[src/rtl/ldtu_ser_pkg.sv]
// ldtu_ser_pkg
// Shared definitions for the serial lane word aligner slice.
//   WORD_W       : recovered word width in bits (32)
//   DEFAULT_IDLE : serializer idle word, used as the alignment marker
//   aligner_state_e : aligner FSM state encoding (HUNT, CHECK, LOCKED)
package ldtu_ser_pkg;

    localparam int WORD_W = 32;

    localparam logic [WORD_W-1:0] DEFAULT_IDLE = 32'hEAAA_AAAA;

    typedef enum logic [1:0] {
        HUNT   = 2'd0,
        CHECK  = 2'd1,
        LOCKED = 2'd2
    } aligner_state_e;

endpackage

[src/rtl/ser_shift_window.sv]
// ser_shift_window
// Bit-serial shift register and idle-word comparator. The window includes
// the bit on serial_in this cycle, so a match is seen on the same edge
// that samples the last bit of the idle word.
// Ports:
//   clock      in  : bit-rate clock, rising edge
//   rst_b      in  : asynchronous active-low reset, clears the history
//   serial_in  in  : serial lane, MSB first
//   window     out : {history[30:0], serial_in}
//   idle_match out : window equals IDLE_PATTERN
module ser_shift_window
    import ldtu_ser_pkg::*;
#(
    parameter logic [WORD_W-1:0] IDLE_PATTERN = DEFAULT_IDLE
) (
    input  logic              clock,
    input  logic              rst_b,
    input  logic              serial_in,
    output logic [WORD_W-1:0] window,
    output logic              idle_match
);

    logic [WORD_W-1:0] shift_q;
    logic [WORD_W-1:0] shift_d;

    assign shift_d    = {shift_q[WORD_W-2:0], serial_in};
    assign window     = shift_d;
    assign idle_match = (shift_d == IDLE_PATTERN);

    // History register; cleared on reset so hunting restarts from an empty window.
    always_ff @(posedge clock or negedge rst_b) begin
        if (!rst_b) begin
            shift_q <= '0;
        end else begin
            shift_q <= shift_d;
        end
    end

endmodule

[src/rtl/ser_word_aligner.sv]
// ser_word_aligner
// Recovers 32-bit word boundaries from one serializer lane by hunting for
// the idle word, confirming LOCK_CNT boundary-aligned idles, then emitting
// every boundary word while locked.
// Parameters:
//   IDLE_PATTERN : alignment marker word
//   LOCK_CNT     : consecutive aligned idles needed for lock (1..15)
// Ports:
//   clock          in  : bit-rate clock, rising edge
//   rst_b          in  : asynchronous active-low reset
//   serial_in      in  : serial lane, MSB first
//   realign        in  : synchronous request to drop alignment and re-hunt
//   word_out       out : last recovered word (held between strobes)
//   word_valid     out : one-cycle strobe, word_out valid
//   locked         out : high while in LOCKED (registered)
//   align_fail_cnt out : saturating count of failed lock attempts
// Build option:
//   ALIGNER_IDLE_FILTER_EN : when defined, idle words seen at a LOCKED
//                            boundary are neither strobed nor loaded.
module ser_word_aligner
    import ldtu_ser_pkg::*;
#(
    parameter logic [WORD_W-1:0] IDLE_PATTERN = DEFAULT_IDLE,
    parameter int unsigned       LOCK_CNT     = 4
) (
    input  logic              clock,
    input  logic              rst_b,
    input  logic              serial_in,
    input  logic              realign,
    output logic [WORD_W-1:0] word_out,
    output logic              word_valid,
    output logic              locked,
    output logic [7:0]        align_fail_cnt
);

    localparam logic [3:0] LOCK_TARGET = LOCK_CNT[3:0];

    logic [WORD_W-1:0] window;
    logic              idle_match;

    aligner_state_e    state_q;
    logic [4:0]        bit_cnt_q;
    logic [3:0]        good_cnt_q;
    logic [3:0]        good_cnt_inc;
    logic [WORD_W-1:0] word_out_q;
    logic              word_valid_q;
    logic              locked_q;
    logic [7:0]        fail_cnt_q;
    logic              boundary;

    ser_shift_window #(
        .IDLE_PATTERN(IDLE_PATTERN)
    ) u_window (
        .clock      (clock),
        .rst_b      (rst_b),
        .serial_in  (serial_in),
        .window     (window),
        .idle_match (idle_match)
    );

    // bit_cnt is cleared on the edge that matched the idle, so the next
    // full word completes when it reaches 31.
    assign boundary     = (bit_cnt_q == 5'd31);
    assign good_cnt_inc = good_cnt_q + 4'd1;

    // Alignment FSM with its counters and registered outputs. realign is
    // checked first so it overrides any coincident boundary action.
    always_ff @(posedge clock or negedge rst_b) begin
        if (!rst_b) begin
            state_q      <= HUNT;
            bit_cnt_q    <= '0;
            good_cnt_q   <= '0;
            word_out_q   <= '0;
            word_valid_q <= 1'b0;
            locked_q     <= 1'b0;
            fail_cnt_q   <= '0;
        end else begin
            word_valid_q <= 1'b0;
            if (realign) begin
                state_q  <= HUNT;
                locked_q <= 1'b0;
            end else begin
                unique case (state_q)
                    HUNT: begin
                        if (idle_match) begin
                            bit_cnt_q  <= '0;
                            good_cnt_q <= 4'd1;
                            if (LOCK_TARGET == 4'd1) begin
                                state_q  <= LOCKED;
                                locked_q <= 1'b1;
                            end else begin
                                state_q  <= CHECK;
                            end
                        end
                    end
                    CHECK: begin
                        bit_cnt_q <= bit_cnt_q + 5'd1;
                        if (boundary) begin
                            if (idle_match) begin
                                good_cnt_q <= good_cnt_inc;
                                if (good_cnt_inc == LOCK_TARGET) begin
                                    state_q  <= LOCKED;
                                    locked_q <= 1'b1;
                                end
                            end else begin
                                state_q <= HUNT;
                                if (fail_cnt_q != 8'hFF) begin
                                    fail_cnt_q <= fail_cnt_q + 8'd1;
                                end
                            end
                        end
                    end
                    LOCKED: begin
                        bit_cnt_q <= bit_cnt_q + 5'd1;
                        if (boundary) begin
`ifdef ALIGNER_IDLE_FILTER_EN
                            if (!idle_match) begin
                                word_out_q   <= window;
                                word_valid_q <= 1'b1;
                            end
`else
                            word_out_q   <= window;
                            word_valid_q <= 1'b1;
`endif
                        end
                    end
                    default: begin
                        state_q  <= HUNT;
                        locked_q <= 1'b0;
                    end
                endcase
            end
        end
    end

    assign word_out       = word_out_q;
    assign word_valid     = word_valid_q;
    assign locked         = locked_q;
    assign align_fail_cnt = fail_cnt_q;

endmodule

[config.mk]
export PLATFORM = sky130hd
export DESIGN_NAME = ser_word_aligner
export DESIGN_NICKNAME = d
export VERILOG_FILES = /design/src/rtl/ldtu_ser_pkg.sv /design/src/rtl/ser_shift_window.sv /design/src/rtl/ser_word_aligner.sv
export SDC_FILE = /design/constraint.sdc
export NUM_CORES = 1
export LEC_CHECK = 0
export CAP_MARGIN = 5
export CORE_MARGIN = 5
export CORE_UTILIZATION = 54
export CTS_CLUSTER_DIAMETER = 200
export DETAILED_ROUTE_END_ITERATION = 16
export PLACE_DENSITY = 0.9
export SETUP_SLACK_MARGIN = 0.05
export SLEW_MARGIN = 20
export SYNTH_ARGS = -nofsm -noshare
export SYNTH_HDL_FRONTEND = slang
export SYNTH_HIERARCHICAL = 1
export SYNTH_SLANG_ARGS = --single-unit
[constraint.sdc]
create_clock -name clock -period 2.6 [get_ports clock]
set_clock_uncertainty 0.1 [all_clocks]
set_input_delay 0.52 -clock clock [delete_from_list [all_inputs] [get_ports clock]]
set_output_delay 0.52 -clock clock [all_outputs]
set_load 0.005 [all_outputs]
==> run summary <==
The die covers 7770 µm². By count the netlist is led by sky130_fd_sc_hd__nand2_1, sky130_fd_sc_hd__dfrtp_1, sky130_fd_sc_hd__ha_1. The worst register-to-register path begins at u_window/shift_q[27]. IR analysis of the VDD net gives a maximum drop of 0.363 mV. Dividing the detail-routed via count by the number of cells gives 5.35.

The final RePlAce weighted congestion is 0.758, and the count of yosys warnings during synthesis is 6. Of all nets on the critical path, the largest fanout is 4. The maximum clock rate is 415 MHz, and the largest net degree at the start of global routing is 85. The slowest stage of the critical path is the sky130_fd_sc_hd__or4b_4 cell.

Once detailed placement completed, the half-perimeter wirelength came to 4440 µm. The run finished with clean final reports. Clock-pin slew reported for the worst setup and hold paths after clock tree synthesis: 80 ps. Walking the worst path, the cells encountered are or4b_4, nor4_4, buf_4, nor2b_1, or4_1, o21ai_1, a22o_1. The total count of hold-check failures in the final report was 0. In the final layout, the share of cells above drive strength 1 is 10.5%. During placement, the flow inserted port buffers numbering 45.

The die is 88.2 µm tall. At the pin with the least slew margin, the transition time is 712 ps. Number of vias in the routed layout: 2334. Clock tree synthesis found a total of 84 sinks. The via count of the first global-routing pass came out at 2352. Master cell of the clock root buffer: sky130_fd_sc_hd__clkbuf_8.

Once layout is done, the placed cells without fillers occupy 4070 µm². Setup repair after global routing left no endpoint under its margin. The insertion delay to the later sink of the worst-skew pair was 350 ps; the placeable core area was 5920 µm². Share of synthesized flip-flops with an asynchronous set or reset: 100%.

The endpoint of the worst register-to-register path was bit_cnt_q[3]. The residual overflow from global routing is 0, and the worst endpoint required time is 2780 ps. The first detailed-routing pass ran for 4 iterations. After synthesis the netlist holds a flip-flop and latch count of 84.

The number of library cell types mapped by synthesis was 46; the final cell utilization of the core was 68.7%. Setup slack at placement: -430 ps. The sort of element at the start of the critical path was a register.

The tightest min-delay check is of the input pin to asynchronous set/reset pin type. The analysis attributes to cell leakage a power of 0.00201 µW. The smallest clock period supported by the final layout is computed as 2410 ps. 46 I/O pins were placed. The post-synthesis sequential area ratio is 63.7%, and the number of H-tree levels is 3. Setup slack of the worst register-to-register path: 190 ps. In this run the core area contains 28 standard-cell rows.

For this run, the leading register cell type out of synthesis is sky130_fd_sc_hd__dfrtp_1. By instance count, the leading cell after synthesis is sky130_fd_sc_hd__nand2_1. STA classifies the critical path endpoint as a register. The CTS buffer count was 9.

The longest clock path from root to sink contains 2 buffers. The final layout contains 370 nets. The net count after synthesis was 313; the horizontal die dimension was 88.2 µm. The power density of the placed cells is 545 nW/µm², and the post-synthesis average cell area is 11.0 µm².

In this run the remaining antenna-violating nets after routing total 0. The number of antenna violations at the first check in global routing was 0. The run gives 6560 µm as the final wirelength. Global routing used 18.8% of the available tracks across all layers.

The total cell area at the placement stage came out at 3870 µm². The arrival time at the worst endpoint was 2600 ps. The classification of the worst setup path was register to register. The worst path buffer plus inverter count works out to 1. Counting cells, the worst reg-to-reg path comes to 7. The tools report the combined area of the multi-input logic cells as 1160 µm². The number of synthesized flops with an enable pin works out to 0.

The design draws 2220 µW. After synthesis the cells add up to 3300 µm². The category of cells accounting for the largest share of critical-path delay was simple AND/OR/NAND/NOR gates.

For this run, the slowest stage of the critical path takes 550 ps. Summing all flip-flop and latch instances after layout gives 2100 µm². The cell type contributing the most total cell area after synthesis was sky130_fd_sc_hd__dfrtp_1. The synthesis-to-finish area growth was 23.4%; the number of setup violations in the final report was 0. The initial cell density of the core came out at 55.7%. Setup total negative slack on the finished layout was measured at 0 ps. After filler insertion, the fill cell instance count of the layout stands at 425.

The logs give 0 for the total count of max-transition violations in the final report and 299 for the instance count of the mapped netlist. The first global-routing pass estimated 11100 µm of wire. Dividing the detail-routed wire length by the instance count gives 15.0 µm. The max-cap violation count is 0. The number of antenna diodes in the final layout is 0. In the finished design, the share of the clock period the worst path needs comes to 92.8%. The tightest slew margin relative to the limit came out at 52.5%.

Summed over its instances, the top area cell type makes up 63.7% of the synthesized netlist area. TritonCTS built the clock tree. The DRC violation count after routing was 0. The logs give 121 for the DRC marker count from the first detailed-route iteration and 188 ps for the final critical-path setup slack. Ranked by total cell area, the synthesized netlist is headed by sky130_fd_sc_hd__dfrtp_1, sky130_fd_sc_hd__nand2_1, sky130_fd_sc_hd__ha_1.
-- cell families (layout without fill, tap and decap cells) --
group | Yosys count | after routing | share of synthesized area (%)
DFF | 84 | 84 | 63.7
buffers and inverters | 13 | 75 | 1.78
and+or+nand+nor | 164 | 164 | 23.7
AOI/OAI and AO/OA | 19 | 19 | 4.21
muxes | 4 | 4 | 1.48
xor gates and xnor gates | 5 | 5 | 1.33
adders and majority gates | 10 | 10 | 3.79
-- where the power goes --
| part | switching (µW) | total, µW | internal (µW) |
|---|---|---|---|
| logic | 28.1 | 39.7 | 11.6 |
| registers | 20.9 | 1350 | 1330 |
| clock network | 454 | 829 | 375 |
| total | 503 | 2220 | 1720 |
-- per-stage QoR --
| stage | std cells | hold slack (ps) |
|---|---|---|
| after floorplan | 299 | 124 |
| after global placement | 420 | 275 |
| after detailed placement | 420 | 279 |
| after CTS | 436 | 277 |
| after global routing | 436 | 179 |
| final | 436 | 103 |
-- cell type report --
class                   instances  share of cell area, %
clock buffers                  11                   3.47
repair buffers                 54                   12.8
multi-input cells             202                   28.4
well taps                      75                   2.31
inverters                       5                  0.461
clock inverters                 5                  0.861
flip-flops and latches         84                   51.6
-- worst reg2reg max path: cells and delay by family, from the launching register on --
family,cells,cell delay (ps)
and+or+nand+nor,4,1350
AOI/OAI and AO/OA,2,310
DFF,1,400
buffers and inverters,1,180
-- state kept, by name, summed over array words and instances, names as in the netlist --
name and cells:
align_fail_cnt 8, bit_cnt_q 5, good_cnt_q 4, locked 1, state_q 2, u_window/shift_q 31, word_out 32, word_valid 1
-- placed cells by master (no fill, tap or decap), types with 2 or more instances in the layout --
| cell type | synthesis | layout |
|---|---|---|
| sky130_fd_sc_hd__and3_1 | 4 | 4 |
| sky130_fd_sc_hd__buf_4 | 1 | 9 |
| sky130_fd_sc_hd__clkbuf_8 | 0 | 10 |
| sky130_fd_sc_hd__clkdlybuf4s50_1 | 0 | 43 |
| sky130_fd_sc_hd__clkinv_2 | 0 | 2 |
| sky130_fd_sc_hd__dfrtp_1 | 84 | 84 |
| sky130_fd_sc_hd__ha_1 | 10 | 10 |
| sky130_fd_sc_hd__inv_1 | 4 | 4 |
| sky130_fd_sc_hd__mux2_1 | 2 | 2 |
| sky130_fd_sc_hd__nand2_1 | 115 | 115 |
| sky130_fd_sc_hd__nand2b_1 | 3 | 3 |
| sky130_fd_sc_hd__nand3_1 | 8 | 8 |
| sky130_fd_sc_hd__nand3b_1 | 2 | 2 |
| sky130_fd_sc_hd__nand4_1 | 4 | 4 |
| sky130_fd_sc_hd__nor2_1 | 4 | 4 |
| sky130_fd_sc_hd__nor2b_1 | 4 | 4 |
| sky130_fd_sc_hd__nor3_1 | 2 | 2 |
| sky130_fd_sc_hd__nor4bb_1 | 6 | 5 |
| sky130_fd_sc_hd__o21ai_0 | 7 | 7 |
| sky130_fd_sc_hd__o21ai_1 | 2 | 2 |
| sky130_fd_sc_hd__xnor2_1 | 2 | 2 |
| sky130_fd_sc_hd__xor2_1 | 3 | 3 |
-- routing by layer --
metal | up-vias | global-route usage (%) | wire [µm]
met3 | 12 | 3.39 | 319
met1 | 1152 | 23.9 | 2870
met5 | - | 0 | 0
met2 | 62 | 31.0 | 3240
met4 | 0 | 9.20 | 130
li1 | 1108 | - | -
-- repair_timing --
item | 4_1_cts | 5_1_grt
setup buffers | 0 | 0
endpoints found under the setup margin | 6 | 6
pin swaps | 2 | 4
hold buffers | 0 | 0
endpoints found under the hold margin | 0 | 0
gates resized for setup | 1 | 3
-- how the worst max path moves through the flow --
stage / startpoint / end / slack [ps] / cells past startpoint
floorplan: serial_in / align_fail_cnt[6] / 100 / 6
global placement: serial_in / align_fail_cnt[6] / -320 / 7
detailed placement: serial_in / align_fail_cnt[6] / -430 / 7
CTS: u_window/shift_q[18] / bit_cnt_q[2] / 90 / 8
global route: u_window/shift_q[23] / bit_cnt_q[3] / 100 / 8
finish: u_window/shift_q[27] / bit_cnt_q[3] / 190 / 7
Power figures use the tool's default switching activity.
